<file path="config.mk">
export PLATFORM = sky130hd
export DESIGN_NAME = div_clk_sequencer
export DESIGN_NICKNAME = d
export VERILOG_FILES = /design/src/rtl/div_clk_sequencer.sv
export SDC_FILE = /design/constraint.sdc
export NUM_CORES = 1
export LEC_CHECK = 0
export BUFFER_PORTS_ARGS = -buffer_cell sky130_fd_sc_hd__buf_2
export CAP_MARGIN = 10
export CORE_MARGIN = 8
export CORE_UTILIZATION = 65
export CTS_CLUSTER_DIAMETER = 60
export DETAILED_ROUTE_END_ITERATION = 16
export PLACE_DENSITY = 0.82
export SYNTH_ARGS = -nofsm -noshare
export SYNTH_HDL_FRONTEND = slang
export SYNTH_SLANG_ARGS = --single-unit
</file>
<file path="constraint.sdc">
create_clock -name inclk -period 10.67 [get_ports inclk]
set_clock_uncertainty 0.1 [all_clocks]
set_input_delay 0.5335 -clock inclk [delete_from_list [all_inputs] [get_ports inclk]]
set_output_delay 0.5335 -clock inclk [all_outputs]
set_load 0.005 [all_outputs]
</file>
<file path="src/rtl/div_clk_sequencer.sv">
// div_clk_sequencer
//   Steps the arbitrary clock divider through a table of (divide count,
//   dwell) entries. Dwell is measured in rising edges of the divided clock,
//   which is fed back from the divider. Playback is either one-shot or
//   looping.
//
// Optional build macro: SEQ_IRQ_EN adds a sticky completion interrupt
//   (irq / irq_ack). Without it, completion is signalled by the done pulse only.
//
// Ports
//   inclk          system clock (same clock as the divider)
//   Reset          asynchronous, active-low reset
//   cfg_wr         table write strobe (single cycle)
//   cfg_addr       table entry index
//   cfg_div        divide count for the entry
//   cfg_dwell      dwell for the entry, in divided-clock rising edges
//   last_idx       index of the final entry played (sampled live)
//   loop_en        1 = wrap to entry 0 after last_idx, 0 = one-shot
//   start          start playback pulse (ignored while busy)
//   stop           abort pulse (wins over start, no done pulse)
//   div_clk_in     divided clock, already registered in the inclk domain
//   div_clk_count  divide count driven to the divider
//   step_idx       entry currently playing
//   busy           high in LOAD/RUN
//   done           one-cycle pulse at one-shot completion
//   state_dbg      current FSM state (0 IDLE, 1 LOAD, 2 RUN, 3 DONE)
//   irq, irq_ack   (SEQ_IRQ_EN only) sticky completion interrupt and its clear
//
// Control interface: start, stop, cfg_wr and irq_ack are single-cycle
// strobes sampled on the rising edge of inclk. There is no back-pressure;
// a start that arrives while busy is dropped.
module div_clk_sequencer #(
  parameter int          DEPTH    = 8,
  parameter int          DWELL_W  = 16,
  parameter logic [31:0] IDLE_DIV = 32'd1
) (
  input  logic                     inclk,
  input  logic                     Reset,
  input  logic                     cfg_wr,
  input  logic [$clog2(DEPTH)-1:0] cfg_addr,
  input  logic [31:0]              cfg_div,
  input  logic [DWELL_W-1:0]       cfg_dwell,
  input  logic [$clog2(DEPTH)-1:0] last_idx,
  input  logic                     loop_en,
  input  logic                     start,
  input  logic                     stop,
  input  logic                     div_clk_in,
  output logic [31:0]              div_clk_count,
  output logic [$clog2(DEPTH)-1:0] step_idx,
  output logic                     busy,
  output logic                     done,
  output logic [1:0]               state_dbg
`ifdef SEQ_IRQ_EN
  ,
  output logic                     irq,
  input  logic                     irq_ack
`endif
);

  localparam int AW = $clog2(DEPTH);
  localparam int EW = 32 + DWELL_W;

  typedef enum logic [1:0] {
    S_IDLE = 2'd0,
    S_LOAD = 2'd1,
    S_RUN  = 2'd2,
    S_DONE = 2'd3
  } state_t;

  state_t             state;
  logic [AW-1:0]      idx;
  logic [DWELL_W-1:0] dwell_cnt;
  logic               div_clk_q;
  logic [EW-1:0]      table_mem [DEPTH];

  assign state_dbg = state;

  // Table storage is deliberately not reset; software loads it before start.
  always_ff @(posedge inclk) begin
    if (cfg_wr) table_mem[cfg_addr] <= {cfg_div, cfg_dwell};
  end

  // Current entry, read live. The divide count only reaches the output in
  // LOAD, so rewriting the playing entry does not disturb the divider.
  logic [EW-1:0]      entry;
  logic [31:0]        ent_div;
  logic [DWELL_W-1:0] ent_dwell;
  logic [DWELL_W-1:0] dwell_eff;
  logic [DWELL_W:0]   cnt_plus1;
  logic               entry_finished;
  logic               is_last;
  logic [AW-1:0]      next_idx;
  logic               div_edge;

  assign entry     = table_mem[idx];
  assign ent_div   = entry[EW-1:DWELL_W];
  assign ent_dwell = entry[DWELL_W-1:0];
  // A dwell of 0 behaves exactly like a dwell of 1.
  assign dwell_eff = (ent_dwell == '0) ? DWELL_W'(1) : ent_dwell;
  // One extra bit so the +1 cannot wrap at the top of the dwell range.
  assign cnt_plus1      = {1'b0, dwell_cnt} + (DWELL_W + 1)'(1);
  assign entry_finished = (cnt_plus1 >= {1'b0, dwell_eff});
  assign is_last        = (idx == last_idx);
  // Wraps modulo DEPTH, so lowering last_idx below idx mid-run runs on to
  // DEPTH-1, wraps to 0, and then meets last_idx normally.
  assign next_idx       = idx + AW'(1);
  assign div_edge       = div_clk_in & ~div_clk_q;

  always_ff @(posedge inclk or negedge Reset) begin
    if (!Reset) begin
      div_clk_q <= 1'b0;
    end else begin
      div_clk_q <= div_clk_in;
    end
  end

  always_ff @(posedge inclk or negedge Reset) begin
    if (!Reset) begin
      state         <= S_IDLE;
      idx           <= '0;
      dwell_cnt     <= '0;
      div_clk_count <= IDLE_DIV;
      step_idx      <= '0;
      busy          <= 1'b0;
      done          <= 1'b0;
    end else begin
      done <= 1'b0;
      if (stop) begin
        state         <= S_IDLE;
        div_clk_count <= IDLE_DIV;
        busy          <= 1'b0;
      end else begin
        case (state)
          S_IDLE: begin
            div_clk_count <= IDLE_DIV;
            if (start) begin
              idx   <= '0;
              busy  <= 1'b1;
              state <= S_LOAD;
            end
          end
          // Any divided-clock edge seen during LOAD is intentionally dropped.
          S_LOAD: begin
            div_clk_count <= ent_div;
            step_idx      <= idx;
            dwell_cnt     <= '0;
            state         <= S_RUN;
          end
          S_RUN: begin
            if (div_edge) begin
              if (entry_finished) begin
                if (is_last && !loop_en) begin
                  busy  <= 1'b0;
                  done  <= 1'b1;
                  state <= S_DONE;
                end else begin
                  idx   <= is_last ? '0 : next_idx;
                  state <= S_LOAD;
                end
              end else begin
                dwell_cnt <= dwell_cnt + DWELL_W'(1);
              end
            end
          end
          S_DONE: begin
            div_clk_count <= IDLE_DIV;
            state         <= S_IDLE;
          end
          default: state <= S_IDLE;
        endcase
      end
    end
  end

`ifdef SEQ_IRQ_EN
  // Sticky interrupt: setting on the done pulse takes priority over a
  // simultaneous acknowledge so a completion is never lost.
  always_ff @(posedge inclk or negedge Reset) begin
    if (!Reset) begin
      irq <= 1'b0;
    end else if (done) begin
      irq <= 1'b1;
    end else if (irq_ack) begin
      irq <= 1'b0;
    end
  end
`endif

endmodule

</file>
==> results.cfg <==
[outcome]
status = finished clean

[synthesis]
yosys-mux-area-fraction_pct = 15.17
synth_compound_area_share_pct = 3.300
yosys_warnings = 0
avgSynthCellArea_um2 = 19.29
postSynth.asyncResetShare_pct = 13.32
synthSimpleGateAreaFrac_pct = 4.389
synth-seq-cells = 443
synth_top_area_share_pct = 65.13
synth_edf_count = 384
synth_xor_area_share_pct = 0.7420
ys.flop_type = edfxtp_1
synth_fa_ha_area_share_pct = 1.484
synth_top_family_by_area = multiplexers
synth_cells = 918
ys_types = 63
synth_top_area_cell = edfxtp_1
netlist_area_mm2 = 0.01770
ys_seq_area_share_pct = 73.48
syn_nets = 1000
post_synth_main_area_contributors = edfxtp_1 (65%), mux4_2 (12%), dfrtp_1 (8.2%), mux2i_1 (2.8%), ha_1 (1.5%)

[clock_tree]
cts_inserted_buffers = 43
clock_latency_ps = 540
cts_sinks = 443
cts_resized = 0
htreeDepth = 2
ctsHoldBuffers = 0
cts_setup_buffers = 0
clockBufferDepth = 3
clockRootBuffer = clkbuf_16
tritoncts = built
path_clk_slew_ps = 60

[finish]
fin_nets = 1117
area_delta_synth_final_pct = 13.22
antenna_cells = 0
final_area_mm2 = 0.02004
drive_gt1_share_pct = 28.81
fill_cells = 1529

[sta]
maxSlewViolCount = 0
setup_viol = 0
period_minus_slack_ps = 5772
relSlewSlack_pct = 20.67
whs_ps = 41.26
final_hold_viol_count = 0
rsz0062_at_grt = false
tightest_slew_ps = 1185
worst_slack_ps = 4898
setup_tns_ps = 0
fmax_mhz = 173.2
period_share_pct = 54.10

[flow_run]
cap_violations = 0

[route]
routed_wl_um = 37010
drt-wirelength-per-cell_um = 26.25
via_count = 9252
drtIter0Drc = 981
route.detailed.drc = 0
detail_route.first_pass.iterations = 5
viasPerCell = 6.562
drtAntennaViolNets = 0

[placed_design]
hpwl_um = 19930
gp_congestion = 0.8293
place_ws_ps = 5042
io_buffers = 99
dpl_cell_area_mm2 = 0.01861

[die]
io_pins = 100
core_area_mm2 = 0.02688
fp-row-count = 60
die_x_um = 181.0
start_util_pct = 65.88
dieArea_mm2 = 0.03278
die_y_um = 181.0

[global_route]
grt_max_degree = 64
overflow = 0
antenna_found_initial = 4
grt_pass1_wl_um = 56860
grt_pass1_vias = 9677
grt_usage_pct = 22.80

[hold_path]
hp-class = in2reg
min_path_cells = 1
holdPathEnd = div_clk_q
min_from = div_clk_in

[worst_setup_path]
crit_slowest_cell = dfrtp_4
worstReg2RegStart = idx[0]
end_kind = register
regToRegEndpoint = dwell_cnt[4]
reg2reg_depth = 14
cp-start-kind = register
path_cells = buf_4 > mux4_2 > or4_1 > nor3_1 > a31oi_1 > o31ai_1 > ha_1 > inv_1 > nor4_1 > o31ai_1 > o2111ai_2 > buf_4 > or4b_1 > o211ai_1
required_ps = 11020
path_buf_inv = 3
max_stage_delay_ps = 1150
worst-path-max-fanout = 57
crit_arrival_ps = 6120
cpLargestDelayFamily = simple AND/OR/NAND/NOR gates
worst-r2r-setup-slack_ps = 4900
path_class = reg2reg

[power]
irDropWorstVdd_mv = 0.2116
fin_total_pwr_w = 0.004130
p_leak_nw = 6.796
powerDensity_mw_per_mm2 = 206.1
[power by group]
| group | switching (W) | internal [W] |
|---|---|---|
| Sequential | 0.0000935 | 0.00196 |
| Combinational | 0.000270 | 0.000282 |
| Clock | 0.000632 | 0.000890 |
[worst max path at each step]
stage                start               to  cells past startpoint
5_1_grt             idx[0]     state_dbg[1]                     13
4_1_cts             idx[0]     dwell_cnt[4]                     14
2_1_floorplan  cfg_addr[2]  table_mem[0][0]                      2
3_3_place_gp        idx[0]     dwell_cnt[7]                     14
3_5_place_dp        idx[0]     dwell_cnt[4]                     14
6_report            idx[0]     dwell_cnt[4]                     14
[sequential cells by signal (all words and copies together), names as in the netlist]
register,count
step_idx,3
state_dbg,2
done,1
div_clk_count,32
idx,3
table_mem,384
busy,1
dwell_cnt,16
div_clk_q,1
[cell usage in the layout (no fill, tap or decap), types with 5 or more instances in the layout]
cell	count
a21oi_1	8
buf_2	99
buf_4	16
clkbuf_16	43
clkbuf_8	7
clkinv_2	13
dfrtp_1	55
edfxtp_1	384
ha_1	21
inv_1	13
mux2i_1	49
mux4_2	96
nand2_1	54
nand2b_1	5
nand3_1	19
nand4_1	7
nor2_1	11
nor2_4	6
nor3_1	6
o211ai_1	14
o21ai_0	41
or3_1	5
xnor2_1	13
[area by class of cell]
type                       instances  area [um^2]  share of cell area (%)
sequential                       443        13020                   64.96
multi-input combinational        419         4502                   22.46
clock buffer                      54         1187                   5.924
timing repair buffer             115        615.6                   3.071
tap                              341        426.7                   2.129
clock inverter                    25        244.0                   1.217
inverter                          13        48.80                  0.2434
[cell usage after synthesis, types with 2 or more instances]
cell type	n
o21ai_0	41
ha_1	21
nand3_1	19
nor2b_1	2
nor3b_1	3
o221ai_1	4
buf_1	5
xnor2_1	13
and2_1	2
nand2b_1	5
buf_4	5
a21o_1	2
dfrtp_1	58
xor2_1	2
nand4_1	7
o31ai_1	2
or4b_1	4
or4_1	2
mux2_2	2
nand2_1	54
and4_1	2
clkbuf_1	18
nor2_1	17
nor3_1	8
inv_1	13
mux4_2	96
mux2i_1	49
o211ai_1	14
edfxtp_1	384
or3_1	5
a211oi_1	4
nor4_1	3
and3_1	2
a21oi_1	8
buf_2	14
[logic make-up after synthesis]
kind of cell    count (synthesis)
compound gates                 90
xor+xnor                       15
fa+ha+maj                      21
buf+inv                        56
flops                         443
mux                           148
simple gates                  145
[through the flow]
step	utilization, %	std cells
after floorplan	-	918
after global placement	69.26	1331
after detailed placement	69.26	1331
after CTS	74.58	1410
after global routing	74.58	1410
final	74.58	1410
[layer usage]
metal	GRT usage (%)	wire length, um	vias up
met2	37.76	18300	437
met1	31.09	15250	4755
met5	0	51	-
li1	-	-	3959
met4	6.166	816	8
met3	4.293	2594	93
Power figures use the tool's default switching activity.
